<file path="src/rtl/lif_array.sv">
// rtl/lif_array.sv - time-multiplexed leaky integrate-and-fire neuron array (optional LIF_REFRACTORY_EN)
module lif_array #(
    parameter int N_CH          = 4,
    parameter int WIDTH         = 8,
    parameter int THRESHOLD     = 200,
    parameter int LEAK_SHIFT    = 2,
    parameter int REFRAC_SWEEPS = 2
) (
    input  logic                       clk,
    input  logic                       rst,
    input  logic                       en,
    input  logic [N_CH*WIDTH-1:0]      current_in,
    input  logic [$clog2(N_CH)-1:0]    state_sel,
    output logic [WIDTH-1:0]           state_out,
    output logic [N_CH-1:0]            spike_out,
    output logic                       sweep_done,
    output logic                       busy
);

    localparam int CH_W = $clog2(N_CH);
    localparam logic [WIDTH-1:0] THR     = WIDTH'(THRESHOLD);
    localparam logic [CH_W-1:0]  LAST_CH = CH_W'(N_CH - 1);

    typedef enum logic [1:0] {
        S_IDLE  = 2'd0,
        S_SWEEP = 2'd1,
        S_DONE  = 2'd2
    } state_t;

    state_t state;
    state_t state_nxt;

    logic [CH_W-1:0]  ch;
    logic [WIDTH-1:0] v_mem [N_CH];
    logic [WIDTH-1:0] snap  [N_CH];
    logic [N_CH-1:0]  pending;

    // Shared update engine signals for the channel currently addressed by ch
    logic [WIDTH-1:0] cur_v;
    logic [WIDTH-1:0] cur_i;
    logic [WIDTH:0]   sum;
    logic [WIDTH-1:0] sat;
    logic             over_thr;
    logic             in_refrac;
    logic             fire;
    logic [N_CH-1:0]  spike_bit;
    logic             last_ch;

`ifdef LIF_REFRACTORY_EN
    localparam logic [3:0] REFRAC = 4'(REFRAC_SWEEPS);
    logic [3:0] refr [N_CH];
`else
    localparam int unused_refrac_sweeps = REFRAC_SWEEPS;
`endif

    // FSM state register
    always_ff @(posedge clk) begin
        if (rst) begin
            state <= S_IDLE;
        end else begin
            state <= state_nxt;
        end
    end

    // FSM next-state: one sweep per accepted request, then a single DONE cycle
    always_comb begin
        state_nxt = state;
        case (state)
            S_IDLE:  if (en) state_nxt = S_SWEEP;
            S_SWEEP: if (last_ch) state_nxt = S_DONE;
            S_DONE:  state_nxt = S_IDLE;
            default: state_nxt = S_IDLE;
        endcase
    end

    // FSM outputs
    always_comb begin
        busy       = (state != S_IDLE);
        sweep_done = (state == S_DONE);
    end

    // Leak, integrate, saturate and threshold the addressed channel
    always_comb begin
        last_ch  = (ch == LAST_CH);
        cur_v    = v_mem[ch];
        cur_i    = snap[ch];
        // V - (V >> shift) never underflows, so only the top carry needs handling
        sum      = {1'b0, cur_v} - {1'b0, (cur_v >> LEAK_SHIFT)} + {1'b0, cur_i};
        sat      = sum[WIDTH] ? {WIDTH{1'b1}} : sum[WIDTH-1:0];
        over_thr = (sat >= THR);
`ifdef LIF_REFRACTORY_EN
        in_refrac = (refr[ch] != 4'd0);
`else
        in_refrac = 1'b0;
`endif
        fire      = over_thr && !in_refrac;
        spike_bit = '0;
        spike_bit[ch] = fire;
    end

    // Channel state, snapshot and spike vector updates
    always_ff @(posedge clk) begin
        if (rst) begin
            ch        <= '0;
            pending   <= '0;
            spike_out <= '0;
            for (int k = 0; k < N_CH; k++) begin
                v_mem[k] <= '0;
                snap[k]  <= '0;
`ifdef LIF_REFRACTORY_EN
                refr[k]  <= 4'd0;
`endif
            end
        end else begin
            case (state)
                S_IDLE: begin
                    if (en) begin
                        ch      <= '0;
                        pending <= '0;
                        for (int k = 0; k < N_CH; k++) begin
                            snap[k] <= current_in[k*WIDTH +: WIDTH];
                        end
                    end
                end
                S_SWEEP: begin
`ifdef LIF_REFRACTORY_EN
                    if (in_refrac) begin
                        v_mem[ch] <= '0;
                        refr[ch]  <= refr[ch] - 4'd1;
                    end else if (over_thr) begin
                        v_mem[ch] <= '0;
                        refr[ch]  <= REFRAC;
                    end else begin
                        v_mem[ch] <= sat;
                    end
`else
                    v_mem[ch] <= over_thr ? '0 : sat;
`endif
                    pending <= pending | spike_bit;
                    if (last_ch) begin
                        ch        <= '0;
                        // Publish on the last update edge so the vector is valid during DONE
                        spike_out <= pending | spike_bit;
                    end else begin
                        ch <= ch + CH_W'(1);
                    end
                end
                default: begin
                end
            endcase
        end
    end

    // Combinational membrane readback; out-of-range selects read as zero
    always_comb begin
        state_out = '0;
        if (int'(state_sel) < N_CH) begin
            state_out = v_mem[state_sel];
        end
    end

endmodule

</file>
<file path="config.mk">
export PLATFORM = sky130hd
export DESIGN_NAME = lif_array
export DESIGN_NICKNAME = d
export VERILOG_FILES = /design/src/rtl/lif_array.sv
export SDC_FILE = /design/constraint.sdc
export NUM_CORES = 1
export LEC_CHECK = 0
export ABC_AREA = 1
export CORE_MARGIN = 2
export CORE_UTILIZATION = 40
export DETAILED_ROUTE_END_ITERATION = 12
export SYNTH_ARGS = -nofsm -noshare
export SYNTH_HDL_FRONTEND = slang
export SYNTH_SLANG_ARGS = --single-unit
</file>
<file path="constraint.sdc">
create_clock -name clk -period 4.7 [get_ports clk]
set_input_delay 0.705 -clock clk [delete_from_list [all_inputs] [get_ports clk]]
set_output_delay 0.705 -clock clk [all_outputs]
set_load 0.005 [all_outputs]
</file>
### Yosys cells after proc, flatten, opt, wreduce, memory -nomap -nowiden

Memories as Yosys holds them, arrays and structs flattened. A register that Yosys moved wholly into a read port is not among the register bits.
Cells that the tools add are included.

| storage, ports and cells | value |
|---|---|
| output and inout bits | 14 |
| memories kept | 2 |
| bits in writable memories | 64 |
| input port bits | 37 |
| register bits after elaboration | 12 |
| word-level logic and storage cells | 63 |

| cells by class | value |
|---|---|
| $lt $le $gt $ge | 3 |
| add/subtract/negate cells | 3 |
| multiplexer cells | 32 |
| bitwise gates (word level) | 6 |
| equal/unequal tests | 5 |
| reductions and logical operators | 8 |

Memories:

| memory | depth | width | read ports | clocked after Yosys merged registers in | write ports | line | source |
|---|---|---|---|---|---|---|---|
| snap | 4 | 8 | 1 | 1 | 4 | 35 | `logic [WIDTH-1:0] snap [N_CH];` |
| v_mem | 4 | 8 | 2 | 1 | 4 | 34 | `logic [WIDTH-1:0] v_mem [N_CH];` |

Operators by type and width:

| kind | number |
|---|---|
| two-way mux 8 bit | 7 |
| two-way mux 2 bit | 9 |
| two-way mux 1 bit | 11 |
| adder 9 x 8 -> 9 bit | 1 |
| subtractor 8 x 6 -> 9 bit | 1 |
| greater-or-equal comparator 8 bit, second input constant | 1 |
| case mux 2 bit (2 select lines) | 2 |
| case mux 4 bit (2 select lines) | 1 |
| OR reduction 8 bit | 1 |
| AND reduction 2 bit | 3 |
| AND 4 bit | 1 |
| == test 2 bit, second input constant | 2 |
| two-way mux 4 bit | 1 |
| != test 2 bit, second input constant | 2 |
| OR 1 bit | 4 |
| OR 4 bit | 1 |
| nonzero test 2 bit | 2 |
| less-than comparator 2 x 3 -> 1 bit, second input constant | 1 |
| adder 2 x 1 -> 2 bit, second input constant | 1 |
| demux 1 bit (select 2 bit) | 1 |
| == test 2 x 1 -> 1 bit, second input constant | 1 |
| greater-or-equal comparator 2 x 1 -> 1 bit, second input constant | 1 |
| logical NOT 2 bit | 1 |
| logical AND 1 bit | 1 |

### Depth between registers and ports, before layout

| depth | value |
|---|---|
| depth after elaboration | 7 |
| depth in mapped cells | 21 |
| gate-level depth less buffers | 19 |

### Worst setup path after synthesis

No wires, ideal clock.

| timing | value |
|---|---|
| path type | register to register |
| from | register (tool-made name) |
| to | memory v_mem[2][0], data pin |
| setup slack | 1.303 ns |
| period minus slack after synthesis | 3.397 ns |
| cell stages (with the launch flop) | 20 |
| data arrival time | 3.133 ns |
| setup time | 0.264 ns |
| cell sequence | dfxtp_1 > clkbuf_1 > inv_1 > clkbuf_1 > nand2_1 > a32oi_1 > inv_1 > fa_1 > inv_1 > ha_1 > nand2_1 > nand2_1 > a21oi_4 > nand3_2 > nand2_4 > nor2_4 > nor2_8 > nand2_8 > nand3b_4 > nor2_1 |

RTL lines:

| item | line |
|---|---|
| end, declared | 34 |

==> out/metrics.cfg <==
[cells_and_area]
stdcell_area_um2=5480
instances_no_fill=703
drive_gt1_frac=0.0977
n_fill_cell=1037
multi_input_area_um2=1900
syn_to_final_growth_pct=21.1
diodes=0
fin_nets=616
register_area_um2=2200

[critical_path]
end_kind=register
cpPeakStageDelay_ns=0.54
r2r_slack_ns=0.78
cp.arrival_ns=4.00
endpoint=v_mem[1][1]$_SDFFCE_PN0P_
path_cells=inv_1, nand2_1, a32oi_1, inv_1, fa_1, inv_1, ha_1, nand2_1, nand2_1, a21oi_4, nand3_2, nand2_4, nor2_4, nor2_8, nand2_8, nand3b_4, nor2_1
cp_max_fo=21
critical_path_required_ns=4.78
rr_worst_depth=17
cpMaxStageDelayCell=inv_1
crit_type=register to register
r2r-end=v_mem[1][1]$_SDFFCE_PN0P_
startpoint_type=register

[placed_design]
io_buffers=50
gp_congestion=0.825
place_inst=687
dpl.hpwl_um=7440
placed_cell_area_um2=5180

[global_routing]
antenna_found_initial=0
grt.overflow.total=0
grt_max_degree=34
grt_pass1_wl_um=17500
gr-usage-all-layers=0.179
first_global_vias=3579

[pwr]
intPower_uw=1640
ir_drop_v=0.000244
leakage_uw=0.00248
power_density_nw_per_um2=479
switchingPower_uw=986
power_uw=2630
combPwrFrac=0.410
sw_frac_of_total=0.375
pwr-share-seq=0.319
clkPwrFrac=0.271

[synthesis]
synth_ff_type=edfxtp_1
yosysWarnings=0
avgSynthCellArea_um2=8.90
synthTopCellsByArea=edfxtp_1, inv_1, nor2_1, nand2_1, dfxtp_1
syn_area_um2=4530
synth_most_common_cell=inv_1
synth_edf_count=64
async_flop_share=0
yosys_register_bits=78
syn-num-nets=567
postSynthCellCount=509
synthTopCellsByCount=inv_1, nor2_1, nand2_1
synth_top_area_share=0.424
synth-seq-area-share=0.486
yosysUniqueCellTypes=33
synth_top_area_cell=edfxtp_1

[die]
fp.dieH_um=110
num_rows=38
io-pin-count=51
initial_core_util=0.414
die-area_um2=12200
coreArea_um2=10900
die-width_um=110

[clocking]
clock-sinks=78
cts_setup_buffers=0
post_cts_resized=0
hold_buffers=0
cts_made_buffers=9
htreeDepth=3
root_buffer=clkbuf_16
clockBufferDepth=2
worstSkewPairLatency_ns=0.34
clk_pin_slew_worst_paths_ns=0.06
cts_tree=built

[routing]
drc=0
drt-initial-drc-count=226
drt_wl_total_um=10400
vias=3473
wire_per_inst_um=14.8
ant_nets=0
drt_pre_antenna_iters=4
via_per_inst=4.94

[timing]
slew_violations=0
worstMarginPinSlew_ns=1.11
slew_headroom=0.255
skew_ns=0.0107
final.min_clock_period_ns=3.92
hold_viol_final=0
rsz0062_at_grt=no
setup_violations=0
fin_crit_sh=0.835
timing.fmax_mhz=255
tns_ns=0

[min_path]
hp-class=register to register
min-delay-start=pending[0]$_SDFFE_PP0P_

[outcome]
outcome=completed

[run]
max-cap-violations=0

==> per-layer routing <==
metal,vias to the layer above,share of wire,GRT usage
li1,1745,-,-
met1,1618,0.43,0.218
met2,91,0.50,0.311
met3,19,0.052,0.0362
met4,0,0.023,0.0675
met5,-,0,0
==> registers in the layout (all words and copies together) (netlist names), named ones only <==
signal and count:
state 2, ch 2, snap 32, pending 4
v_mem 32, spike_out 4
==> final cells by class <==
type,count,area share
well taps,140,0.0319
inverters,98,0.0671
multi-input cells,317,0.347
repair buffers,54,0.0967
clock inverters,5,0.00593
flip-flops and latches,78,0.402
clock buffers,11,0.0502
==> worst min path at each step <==
stage	end	slack, ns	cells past startpoint
finish	pending[0]$_SDFFE_PP0P_	0.48	2
global route	pending[1]$_SDFFE_PP0P_	0.50	2
CTS	pending[0]$_SDFFE_PP0P_	0.48	2
detailed placement	pending[0]$_SDFFE_PP0P_	0.47	2
global placement	pending[3]$_SDFFE_PP0P_	0.46	2
floorplan	pending[0]$_SDFFE_PP0P_	0.45	2
==> power groups by stage <==
stage,sequential [µW],combinational [µW],clock (µW)
detailed placement,853,1080,0
global placement,852,1080,0
floorplan,844,855,0
CTS,839,1090,724
finish,839,1080,712
global route,844,1210,751
==> layout by cell type, fill, tap and decap left out, types with 9 or more instances in the layout <==
cell type and n:
clkdlybuf4s50_1 50, nor2_1 90, a32o_1 10, nand3_1 12, dfxtp_1 14, o22ai_1 9
ha_1 15, clkbuf_16 11, edfxtp_1 64, o21ai_0 18, a21oi_1 25, inv_1 91
nand2_1 89
==> cell families (layout without fill, tap and decap cells) <==
family,Yosys count,count (layout),share of synthesized area
flip-flops,78,78,0.486
XOR/XNOR,3,3,0.00580
buffers and inverters,114,168,0.0953
AO/OA/AOI/OAI,74,74,0.106
AND/OR/NAND/NOR,219,219,0.239
adder cells (fa/ha/maj),21,21,0.0680
==> worst max-delay path, delay by kind of cell, from the launching register on <==
kind	cells	cell delay (ns)
AOI/OAI and AO/OA	2	0.62
buffers and inverters	3	0.70
adders and majority gates	2	0.87
and+or+nand+nor	10	1.14
DFF	1	0.31
==> through the flow <==
stage	setup slack, ns	hold slack [ns]	utilization
2_1_floorplan	1.30	0.450	-
3_3_place_gp	0.811	0.465	0.473
3_5_place_dp	0.742	0.468	0.473
4_1_cts	0.742	0.478	0.501
5_1_grt	0.502	0.502	0.501
6_report	0.775	0.480	0.501
Note: power is estimated with default switching activity, not from simulation.
